`src/rtl/fetch_pkg.sv`:
```
// Shared widths, reset value and address type for the LEGv8 fetch stage.
package fetch_pkg;

    localparam int PC_WIDTH = 64;
    localparam int PC_INC = 4;
    localparam logic [PC_WIDTH-1:0] RESET_PC = '0;

    typedef logic [PC_WIDTH-1:0] addr_t;

endpackage

```
`src/rtl/fetch_unit_pc_reg.sv`:
```
// Program-counter register: synchronous active-low reset to a constant, load on enable.
module pc_reg #(
    parameter int W = fetch_pkg::PC_WIDTH,
    parameter logic [W-1:0] RST_VAL = '0
) (
    input  logic         clk,
    input  logic         reset,
    input  logic         en,
    input  logic [W-1:0] d,
    output logic [W-1:0] q
);

    always_ff @(posedge clk) begin
        if (!reset) begin
            q <= RST_VAL;
        end else if (en) begin
            q <= d;
        end
    end

endmodule

```
`src/rtl/fetch_unit.sv`:
```
// LEGv8 instruction-fetch stage: PC register, PC+PC_INC adder and branch mux.
// Optional FETCH_STALL_EN adds stall_F, which holds the PC and drops any branch.
module fetch_unit #(
    parameter int N = fetch_pkg::PC_WIDTH,
    parameter int PC_INC = fetch_pkg::PC_INC,
    parameter logic [N-1:0] RESET_PC = N'(fetch_pkg::RESET_PC)
) (
    input  logic         clk,
    input  logic         reset,
    input  logic         PCSrc_F,
    input  logic [N-1:0] PCBranch_F,
`ifdef FETCH_STALL_EN
    input  logic         stall_F,
`endif
    output logic [N-1:0] imem_addr_F
);

    logic [N-1:0] pc;
    logic [N-1:0] pc_plus;
    logic [N-1:0] next_pc;
    logic         pc_en;

    // Modulo-2^N increment: the top address simply wraps to zero.
    assign pc_plus = pc + N'(PC_INC);

    always_comb begin
        next_pc = pc_plus;
        if (PCSrc_F) begin
            next_pc = PCBranch_F;
        end
    end

`ifdef FETCH_STALL_EN
    assign pc_en = ~stall_F;
`else
    assign pc_en = 1'b1;
`endif

    pc_reg #(
        .W       (N),
        .RST_VAL (RESET_PC)
    ) u_pc_reg (
        .clk   (clk),
        .reset (reset),
        .en    (pc_en),
        .d     (next_pc),
        .q     (pc)
    );

    assign imem_addr_F = pc;

endmodule

```
`config.mk`:
```
export PLATFORM = sky130hd
export DESIGN_NAME = fetch_unit
export DESIGN_NICKNAME = d
export VERILOG_FILES = /design/src/rtl/fetch_pkg.sv /design/src/rtl/fetch_unit_pc_reg.sv /design/src/rtl/fetch_unit.sv
export SDC_FILE = /design/constraint.sdc
export NUM_CORES = 1
export LEC_CHECK = 0
export BUFFER_PORTS_ARGS = -buffer_cell sky130_fd_sc_hd__buf_2
export CORE_MARGIN = 4
export CORE_UTILIZATION = 49
export CTS_BUF_LIST = sky130_fd_sc_hd__clkbuf_8 sky130_fd_sc_hd__clkbuf_16
export DETAILED_ROUTE_END_ITERATION = 7
export GPL_ROUTABILITY_DRIVEN = 0
export PLACE_DENSITY = 0.8
export SLEW_MARGIN = 20
export SYNTH_ARGS = -nofsm -noshare
export SYNTH_HDL_FRONTEND = slang
export SYNTH_SLANG_ARGS = --single-unit
```
`constraint.sdc`:
```
create_clock -name clk -period 2.2 [get_ports clk]
set_input_delay 0.33 -clock clk [delete_from_list [all_inputs] [get_ports clk]]
set_output_delay 0.33 -clock clk [all_outputs]
set_load 0.02 [all_outputs]
```
; Yosys cells after proc, flatten, opt, wreduce, memory -nomap -nowiden
; Index checks and enable logic that the tools add are counted.
[classes]
n_addsub = 1
bitwise = 0
n_eq_ne = 0
n_reduce_logical = 0
div_mod_pow = 0
n_mul = 0
mux = 1
magnitude_cmp = 0
shifts = 0
[op_table]
columns = op, n
row1 = "64-bit by 3-bit adder with 64-bit output, second input constant", 1
row2 = 64-bit two-way mux, 1
[word_totals]
memories = 0
ram_bits = 0
wordCells = 3
latch_bits = 0
reg_bits = 64
romBits = 0

; Logic depth before layout (Yosys ltp)
; Gate-level depths: netlist of the first run.
[logic_depth]
word_depth = 2
ltp_mapped = 8

; By module
; A second synthesis of the first run with hierarchy kept.
[hier_totals]
cells_unflattened = 574
hier_area_um2 = 4524.3
[by_module_without_submodules]
columns = module, n_inst, cells_each, area_each_um2
row1 = pc_reg, 1, 206, 2451.1
row2 = fetch_unit, 1, 368, 2073.2

; Worst setup path before layout of the first run
; OpenSTA, ideal clock, no wires.
[synth_path]
path_type = register to register
from = reg u_pc_reg.q[13]
to = reg u_pc_reg.q[46]
t_arrival_ns = 2.193
n_path_buf = 2
required_ns = 2.130
path_slack_ns = -0.063
synth_period_minus_slack_ns = 2.263
path_stages_with_launch = 9
cell_sequence = dfxtp_1 buf_4 nand3_2 or4_1 buf_2 nor4b_4 nand4_1 xor2_1 a21oi_1
[synth_via]
elab_chain_cells = 2
[synth_rtl]
columns = element, line_no
row1 = from (decl), fetch_unit_pc_reg.sv:10  ; output logic [W-1:0] q
row2 = from (signal assigned), fetch_unit_pc_reg.sv:15  ; q <= RST_VAL;
row3 = from (signal assigned), fetch_unit_pc_reg.sv:17  ; q <= d;
row4 = 64-bit by 3-bit adder with 64-bit output, fetch_unit.sv:24  ; assign pc_plus = pc + N'(PC_INC);
row5 = 64-bit two-way mux, fetch_unit.sv:28  ; if (PCSrc_F) begin
; No other way between the ends.
; A chain may end at the register's enable or synchronous reset.

; Final worst setup path of the first run
[layout_path]
from = reg u_pc_reg.q[45]
to = reg u_pc_reg.q[63]
; Same word-level chain as after synthesis.

==> summary.md, run 1 <==
| Metric | Value |
|---|---|
| Cell count after synthesis | 418 |
| Final setup TNS | 0 ns |
| RSZ-0062 raised after global routing | false |
| Die W | 91.2 um |
| Slew Limit Headroom | 72.2% |
| Yosys top cell area share | 37.8% |
| Final core utilization | 66.6% |
| # diodes | 0 |
| Max IR drop VDD | 0.000321 V |
| Worst hold start | PCBranch_F[9] |
| Core area | 6760 um2 |
| Finished Layout Cells | 646 |
| DRC errors left | 0 |
| Largest cells by area after synthesis | dfxtp_1 (38%), xnor2_1 (8.3%), o21ai_0 (7.7%) |
| Worst Setup Path Type | flop to flop |
| CP Max Fanout | 5 |
| Maxcap violations | 0 |
| Global-route wire length before repair | 16.2 mm |
| Commonest cells in the netlist | dfxtp_1 (64), o21ai_0 (52), a21oi_1 (41) |
| Via count | 3593 |
| Gr usage total | 23.4% |
| Worst Path Arrival | 2.34 ns |
| DIE AREA | 8310 um2 |
| Final WS setup | 0.0730 ns |
| R2R Path End | u_pc_reg.q[63]$_SDFF_PN0_ |
| Worst Setup Start Kind | flop |
| Die height | 91.2 um |
| Via-to-Cell Ratio | 5.56 |
| Asr flop ratio synth | 0% |
| Most used DFF post-synth | dfxtp_1 |
| CTS tree | built |
| Boundary pin count | 131 |
| Hold slack | 0.223 ns |
| Final number of hold-violating endpoints | 0 |
| Hold WC Path Type | primary input to flop |
| Least-Margin Pin Slew | 0.413 ns |
| Placed cell count | 631 |
| Hold_buf cts | 0 |
| Max clock buf depth | 2 |
| Buffers added on ports | 130 |
| GR Overflow Total | 0 |
| Clk slew on worst S/H paths | 0.07 ns |
| Initial core utilization | 50.2% |
| Synthesized flop and latch total | 64 |
| Vias in the first global route | 3501 |
| Layout cells sized above 1 | 33.0% |
| Avg Cell Area, Syn | 8.11 um2 |
| Status | finished clean |
| Design area | 4500 um2 |
| Setup bufs post-CTS | 0 |
| FF-to-FF Start | u_pc_reg.q[45]$_SDFF_PN0_ |
| TritonRoute pass-1 iters | 4 |
| Later-pin clock latency in the skew report | 0.34 ns |
| DR iter-0 viols | 213 |
| Yosys warns | 0 |
| Most flops, register | u_pc_reg.q |
| ANT nets after route | 0 |
| Leak | 1.94 nW |
| Hpwl dp | 7.14 mm |
| Netlist cell types | 35 |
| Tcrit/Tclk final | 96.7% |
| Largest regs | u_pc_reg.q: 64 flops |
| EDFF count, synth | 0 |
| Fillers | 590 |
| Clock H-tree levels | 3 |
| Final min period | 2.13 ns |
| Worst Clk Skew | 0.0115 ns |
| Synthesized cell area | 3390 um2 |
| NumNets Final | 630 |
| Syn nets | 486 |
| Post-synth top area cell | dfxtp_1 |
| Min-Delay Path Depth | 2 |
| Root Buffer | clkbuf_8 |
| R2R Setup Slk | 0.07 ns |
| Setup WS pre-CTS | 0.0388 ns |
| Post-CTS sizing | 0 |
| Post-Route WL | 9.68 mm |
| PD cells | 621 nW/um2 |
| Cell with the most instances after synthesis | dfxtp_1 |
| Tot Pwr | 2.79 mW |
| Layout area overhead | 32.8% |
| Worst Reg2Reg Path Length in Cells | 6 |
| Num CTS Buffers | 9 |
| Placed cell area | 4280 um2 |
| Setup crit end kind | flop |
| Hold endpoint | u_pc_reg.q[9]$_SDFF_PN0_ |
| Sequential-to-total area share from yosys stat | 37.8% |
| Fmax | 470 MHz |
| Pins over their slew limit | 0 |
| Pin count of the biggest net entering global routing | 98 |
| Req. time, crit path | 2.41 ns |
| # rows | 30 |
| Clock sinks | 64 |
| Avg WL per Cell | 15.0 um |
| Largest register FFs | 64 |
| Setup Viol. Count Final | 0 |
| Initial antenna violation count | 0 |
## worst max-delay path by stage
| stage | startpoint | end | depth (start not counted) |
|---|---|---|---|
| after floorplan | u_pc_reg.q[16]$_SDFF_PN0_ | u_pc_reg.q[46]$_SDFF_PN0_ | 7 |
| after global placement | u_pc_reg.q[19]$_SDFF_PN0_ | u_pc_reg.q[60]$_SDFF_PN0_ | 7 |
| after detailed placement | u_pc_reg.q[19]$_SDFF_PN0_ | u_pc_reg.q[54]$_SDFF_PN0_ | 7 |
| after CTS | u_pc_reg.q[16]$_SDFF_PN0_ | u_pc_reg.q[54]$_SDFF_PN0_ | 7 |
| after global routing | u_pc_reg.q[7]$_SDFF_PN0_ | u_pc_reg.q[57]$_SDFF_PN0_ | 7 |
| final | u_pc_reg.q[45]$_SDFF_PN0_ | u_pc_reg.q[63]$_SDFF_PN0_ | 6 |
## routing by layer
metal	global-route usage, %	part of all wire [%]	routed length [um]	up-vias
met2	39.7	49	4710	155
met5	0	0	0	-
li1	-	-	-	1779
met1	29.0	42	4070	1647
met3	5.05	8.0	778	12
met4	8.29	1.2	116	0
## final cells by class
type / count / area, um2 / area share, %
clock buffers: 10 / 138 / 3.06
clock inverters: 5 / 48.8 / 1.08
inverters: 7 / 26.3 / 0.583
multi-input cells: 324 / 2030 / 45.0
flip-flops and latches: 64 / 1290 / 28.6
well taps: 80 / 100 / 2.22
repair buffers: 156 / 875 / 19.4
## placed cells by master, fill, tap and decap left out, drive strengths merged, types with 8 or more instances in the layout
cell / Yosys / layout
xor2: 26 / 26
clkbuf: 21 / 10
o21ai: 55 / 55
inv: 6 / 8
xnor2: 32 / 32
nand3: 30 / 30
dfxtp: 64 / 64
a21oi: 41 / 41
and4: 11 / 11
buf: 2 / 156
nand4: 18 / 18
and2: 10 / 10
nor2: 16 / 16
nor3: 13 / 13
nand2: 35 / 35
## cells by family (layout without fill, tap and decap cells)
kind of cell / after synthesis / in the layout / share of synthesized area (%)
xor+xnor: 58 / 58 / 15.0
flops: 64 / 64 / 37.8
buf+inv: 30 / 178 / 3.47
compound gates: 105 / 105 / 16.6
simple gates: 157 / 157 / 25.9
fa+ha+maj: 1 / 1 / 0.369
mux: 3 / 3 / 0.886
## worst max-delay path: stages, from the launching register on
cell and delay [ns]:
dfxtp_1 0.41, and3_1 0.24, nand3_1 0.15, or4_1 0.52, nor4_1 0.42, xnor2_1 0.17
a21oi_1 0.08
## report_power, final
group / switching (mW) / internal [mW] / total [mW]
clock: 0.441 / 0.538 / 0.979
sequential: 0.0855 / 1.24 / 1.33
combinational: 0.281 / 0.209 / 0.489
No activity file was read; power rests on OpenSTA's default activity.
==> run 2, diff against run 1 <==
--- a/config.mk
+++ b/config.mk
@@ -7,11 +7,11 @@
 export LEC_CHECK = 0
 export BUFFER_PORTS_ARGS = -buffer_cell sky130_fd_sc_hd__buf_2
 export CORE_MARGIN = 4
-export CORE_UTILIZATION = 49
-export CTS_BUF_LIST = sky130_fd_sc_hd__clkbuf_8 sky130_fd_sc_hd__clkbuf_16
+export CORE_UTILIZATION = 51
+export CTS_BUF_LIST = sky130_fd_sc_hd__clkbuf_4 sky130_fd_sc_hd__clkbuf_8
 export DETAILED_ROUTE_END_ITERATION = 7
 export GPL_ROUTABILITY_DRIVEN = 0
-export PLACE_DENSITY = 0.8
+export PLACE_DENSITY = 0.83
 export SLEW_MARGIN = 20
 export SYNTH_ARGS = -nofsm -noshare
 export SYNTH_HDL_FRONTEND = slang
==> run 2 against run 1 <==
Effect of this change: critical path depth stayed put; clock power decreased by 6.6%; wire length rose by 1.1%; clock skew decreased by 0.0051 ns; highest routed layer unchanged; count of clock-buffer cells in the layout grew 2; first-iteration DRC count decreased by 17%; final cell count grew 0.93%; critical endpoint is now u_pc_reg.q[59]$_SDFF_PN0_; core utilization grew 4.5 points; sequential power hardly changed; total power decreased by 2.0%; cell area grew 0.92%; combinational power rose by 3%.
==> summary.md, run 2 (synthesis gave the netlist of run 1 again) <==
| Metric | Value |
|---|---|
| Final core utilization | 71.2% |
| Clock sinks | 64 |
| Initial antenna violation count | 1 |
| CP top delay family | simple AND/OR/NAND/NOR gates |
| Pin count of the biggest net entering global routing | 39 |
| Layout area overhead | 34.0% |
| Final min period | 2.07 ns |
| Most flops, register | u_pc_reg.q |
| Later-pin clock latency in the skew report | 0.34 ns |
| Pins over their slew limit | 0 |
| Initial core utilization | 53.1% |
| Buf/Inv on CP | 0 |
| Least-Margin Pin Slew | 0.484 ns |
| NumNets Final | 638 |
| Tcrit/Tclk final | 94.2% |
| RSZ-0062 raised after global routing | false |
| CTS tree | built |
| Setup WS pre-CTS | -0.0374 ns |
| Fmax | 483 MHz |
| Global-route wire length before repair | 15.3 mm |
| Clk slew on worst S/H paths | 0.07 ns |
| Boundary pin count | 131 |
| Slowest CP cell | or3_4 |
| Gr usage total | 24.6% |
| ANT nets after route | 0 |
| DR iter-0 viols | 177 |
| Die W | 89.5 um |
| Layout cells sized above 1 | 33.8% |
| Die height | 89.5 um |
| Critical-path cell list | nand4_1 -> or3_4 -> nor4_2 -> and4_1 -> xnor2_1 -> o21ai_1 |
| Max clock buf depth | 2 |
| Tot Pwr | 2.74 mW |
| Clock H-tree levels | 3 |
| TritonRoute pass-1 iters | 4 |
| Commonest cells after routing, fill and taps aside | buf_2 (130), dfxtp_1 (58), o21ai_0 (52) |
| Via count | 3635 |
| Num CTS Buffers | 9 |
| Final number of hold-violating endpoints | 0 |
| Worst Setup Start Kind | flop |
| Hold WC Path Type | primary input to flop |
| Post-Route WL | 9.78 mm |
| CP peak stage delay | 0.48 ns |
| Worst Clk Skew | 0.00633 ns |
| Largest register FFs | 64 |
| CP Max Fanout | 5 |
| Core area | 6390 um2 |
| Root Buffer | clkbuf_8 |
| DRC errors left | 0 |
| PD cells | 603 nW/um2 |
| Worst Path Arrival | 2.30 ns |
| Final WS setup | 0.128 ns |
| Avg WL per Cell | 15.0 um |
| Hpwl dp | 7.35 mm |
| Commonest non-fill, non-tap cell in the layout | buf_2 |
| Largest regs | u_pc_reg.q: 64 flops |
| DIE AREA | 8020 um2 |
| Leak | 1.96 nW |
| Slew Limit Headroom | 67.7% |
| Via-to-Cell Ratio | 5.58 |
| Setup crit end kind | flop |
| Worst Setup Path Type | flop to flop |
| Req. time, crit path | 2.43 ns |
| GR Overflow Total | 0 |
| Setup Viol. Count Final | 0 |
| Max IR drop VDD | 0.000375 V |
| Maxcap violations | 0 |
| Status | finished clean |
| Vias in the first global route | 3374 |
| Buffers added on ports | 130 |
| # rows | 29 |
## run 2: through the flow
stage / hold slack, ns / cell area (um2) / instances / setup TNS (ns)
after floorplan: 0.468 / 3400 / 418 / 0
after global placement: 0.492 / 4310 / 631 / 0
after detailed placement: 0.505 / 4310 / 631 / -0.0948
after CTS: 0.213 / 4490 / 646 / 0
after global routing: 0.224 / 4540 / 652 / 0
final: 0.222 / 4540 / 652 / 0
## run 2: per-layer routing
metal,wire length (um),GRT usage (%),part of all wire [%]
met4,308,14.6,3.1
met3,752,4.79,7.7
met1,4040,30.6,41
met2,4680,39.1,48
met5,0,0,0
## run 2: final timing paths
path | start | end | slack [ns] | depth (start not counted)
min | PCBranch_F[4] | u_pc_reg.q[4]$_SDFF_PN0_ | 0.22 | 2
max | u_pc_reg.q[10]$_SDFF_PN0_ | u_pc_reg.q[59]$_SDFF_PN0_ | 0.13 | 6
max reg2reg | u_pc_reg.q[10]$_SDFF_PN0_ | u_pc_reg.q[59]$_SDFF_PN0_ | 0.13 | 6
min reg2reg | u_pc_reg.q[0]$_SDFFE_PN0P_ | u_pc_reg.q[0]$_SDFFE_PN0P_ | 0.52 | 2
## run 2: layout make-up
cell class	instances	area [um2]
antenna	1	2.50
clock buffer	12	159
sequential	64	1290
fill	501	1840
inverter	7	26.3
tap	77	96.3
multi-input combinational	324	2010
clock inverter	3	17.5
timing repair buffer	164	947
## run 2: what timing repair did
item                                    in CTS  in global routing
hold buffers                                 0                  0
buffers inserted                             0                  5
pin swaps                                    0                  4
endpoints found under the hold margin        0                  0
endpoints found under the setup margin       8                 12
gates resized for setup                      1                  3
## run 2: where the power goes
group | internal (mW) | leakage, nW | switching [mW]
registers | 1.24 | 0.533 | 0.0823
logic | 0.216 | 1.33 | 0.286
clock network | 0.473 | 0.0917 | 0.441
==> run 3, diff against run 2 <==
--- a/config.mk
+++ b/config.mk
@@ -12,6 +12,7 @@
 export DETAILED_ROUTE_END_ITERATION = 7
 export GPL_ROUTABILITY_DRIVEN = 0
 export PLACE_DENSITY = 0.83
+export SKIP_CTS_REPAIR_TIMING = 1
 export SLEW_MARGIN = 20
 export SYNTH_ARGS = -nofsm -noshare
 export SYNTH_HDL_FRONTEND = slang
==> constraint.sdc (replaced) <==
create_clock -name clk -period 2 [get_ports clk]
set_input_delay 0.3 -clock clk [delete_from_list [all_inputs] [get_ports clk]]
set_output_delay 0.3 -clock clk [all_outputs]
set_load 0.02 [all_outputs]
==> run 3 against run 2 <==
Effect of this change: non-clock buffer count grew 19; via count grew 3.3%; core utilization grew 3.3 points; highest routed layer unchanged.
==> summary.md, run 3 (synthesis gave the netlist of run 1 again) <==
| Metric | Value |
|---|---|
| Max clock buf depth | 2 |
| DRC errors left | 0 |
| Switching pwr | 0.912 mW |
| Fillers | 464 |
| Part of the power in registers | 45.0% |
| CP peak stage delay | 0.60 ns |
| RSZ-0062 raised after global routing | true |
| Crit path capture | u_pc_reg.q[60]$_SDFF_PN0_ |
| Final number of hold-violating endpoints | 0 |
| Multi-input gate area | 2060 um2 |
| Layout cells sized above 1 | 38.6% |
| Fmax | 502 MHz |
| Most flops, register | u_pc_reg.q |
| Worst Setup Start Kind | flop |
| # rows | 29 |
| Maxcap violations | 0 |
| Storage cell area | 1300 um2 |
| Post-Route WL | 10.3 mm |
| Via count | 3754 |
| DIE AREA | 8020 um2 |
| Final setup TNS | 0 ns |
| Req. time, crit path | 2.26 ns |
| CTS tree | built |
| TritonRoute pass-1 iters | 5 |
| Boundary pin count | 131 |
| # diodes | 0 |
| Commonest non-fill, non-tap cell in the layout | buf_2 |
| Setup Viol. Count Final | 0 |
| R2R Setup Slk | 0.01 ns |
| Largest regs | u_pc_reg.q: 64 flops |
| Worst Reg2Reg Path Length in Cells | 7 |
| Switching Fraction | 28.5% |
| Setup crit end kind | flop |
| Initial core utilization | 53.1% |
| Combinational share of power | 18.8% |
| Commonest cells after routing, fill and taps aside | buf_2 (130), o21ai_0 (52), dfxtp_1 (52) |
| Largest register FFs | 64 |
| Pins over their slew limit | 0 |
| Final core utilization | 74.5% |
| Slowest CP cell | or4_4 |
| FF-to-FF Start | u_pc_reg.q[22]$_SDFF_PN0_ |
| Global-route wire length before repair | 16.2 mm |
| Status | finished clean |
| Critical-path cell list | nand2_1 -> or4_4 -> nor4b_4 -> buf_6 -> nand4_1 -> xor2_1 -> a21oi_1 |
| Clk pwr share | 36.3% |
| Later-pin clock latency in the skew report | 0.33 ns |
| Gr usage total | 25.6% |
| Core area | 6390 um2 |
| R2R Path End | u_pc_reg.q[60]$_SDFF_PN0_ |
| PD cells | 674 nW/um2 |
| Worst Path Arrival | 2.26 ns |
| Root Buffer | clkbuf_8 |
| Avg WL per Cell | 15.3 um |
| Buffers added on ports | 130 |
| Tcrit/Tclk final | 99.5% |
| Final min period | 1.99 ns |
| Pin count of the biggest net entering global routing | 67 |
| Least-Margin Pin Slew | 0.293 ns |
| ANT nets after route | 0 |
| Worst Setup Path Type | flop to flop |
| DR iter-0 viols | 218 |
| Layout area overhead | 40.2% |
| Via-to-Cell Ratio | 5.59 |
| Num CTS Buffers | 9 |
| CP Max Fanout | 9 |
| Clock H-tree levels | 3 |
| Initial antenna violation count | 0 |
| Clock sinks | 64 |
| Max IR drop VDD | 0.000504 V |
| NumNets Final | 657 |
| CP Launch Point | u_pc_reg.q[22]$_SDFF_PN0_ |
| Die height | 89.5 um |
| Die W | 89.5 um |
| Leak | 2.09 nW |
| Hold WC Path Type | primary input to flop |
| Hpwl dp | 7.73 mm |
| Slew Limit Headroom | 80.3% |
| Worst Clk Skew | 0.00958 ns |
| Clk slew on worst S/H paths | 0.07 ns |
| Int Pwr | 2.29 mW |
| Vias in the first global route | 3589 |
| GR Overflow Total | 0 |
## run 3: power groups by stage
stage                     Sequential (mW)  Combinational, mW  Clock (mW)
after floorplan                      1.59              0.201           0
final                                1.44              0.601        1.16
after global routing                 1.45              0.656        1.22
after CTS                            1.44              0.599        1.17
after global placement               1.46              0.581           0
after detailed placement             1.47              0.596           0
## run 3: through the flow
| step | total power [mW] | instance area (um2) | std cells | hold WS [ns] | setup WS, ns |
|---|---|---|---|---|---|
| floorplan | 1.79 | 3440 | 418 | 0.437 | -0.129 |
| global placement | 2.04 | 4480 | 654 | 0.493 | 0.0183 |
| detailed placement | 2.06 | 4480 | 654 | 0.501 | -0.0360 |
| CTS | 3.21 | 4680 | 670 | 0.175 | -0.0628 |
| global route | 3.32 | 4750 | 671 | 0.175 | -0.112 |
| finish | 3.20 | 4750 | 671 | 0.184 | 0.00973 |
## run 3: area by class of cell
type                       count  area share, %
inverter                       7          0.553
clock buffer                  13           3.50
sequential                    64           27.4
timing repair buffer         183           22.4
tap                           77           2.03
clock inverter                 3          0.842
multi-input combinational    324           43.3
## run 3: metal layers
layer / GRT usage [%] / up-vias / wire [um]
met2: 44.7 / 191 / 4980
li1: - / 1833 / -
met5: 0 / - / 0
met3: 5.25 / 29 / 893
met1: 32.0 / 1701 / 4170
met4: 6.90 / 0 / 229
## run 3: how the worst min path moves through the flow
stage	startpoint	end	slack, ns	cells after the start
global placement	u_pc_reg.q[1]$_SDFFE_PN0P_	u_pc_reg.q[1]$_SDFFE_PN0P_	0.49	2
CTS	PCBranch_F[13]	u_pc_reg.q[13]$_SDFF_PN0_	0.17	2
finish	PCBranch_F[13]	u_pc_reg.q[13]$_SDFF_PN0_	0.18	2
global route	PCBranch_F[4]	u_pc_reg.q[4]$_SDFF_PN0_	0.18	2
floorplan	PCBranch_F[13]	u_pc_reg.q[13]$_SDFF_PN0_	0.44	1
detailed placement	u_pc_reg.q[0]$_SDFFE_PN0P_	u_pc_reg.q[0]$_SDFFE_PN0P_	0.50	2
## run 3: worst max-delay path, delay by kind of cell (launching register included)
kind | cells | cell delay [ns]
AND/OR/NAND/NOR | 4 | 1.08
XOR/XNOR | 1 | 0.16
flip-flops | 1 | 0.36
AO/OA/AOI/OAI | 1 | 0.14
buffers and inverters | 1 | 0.18
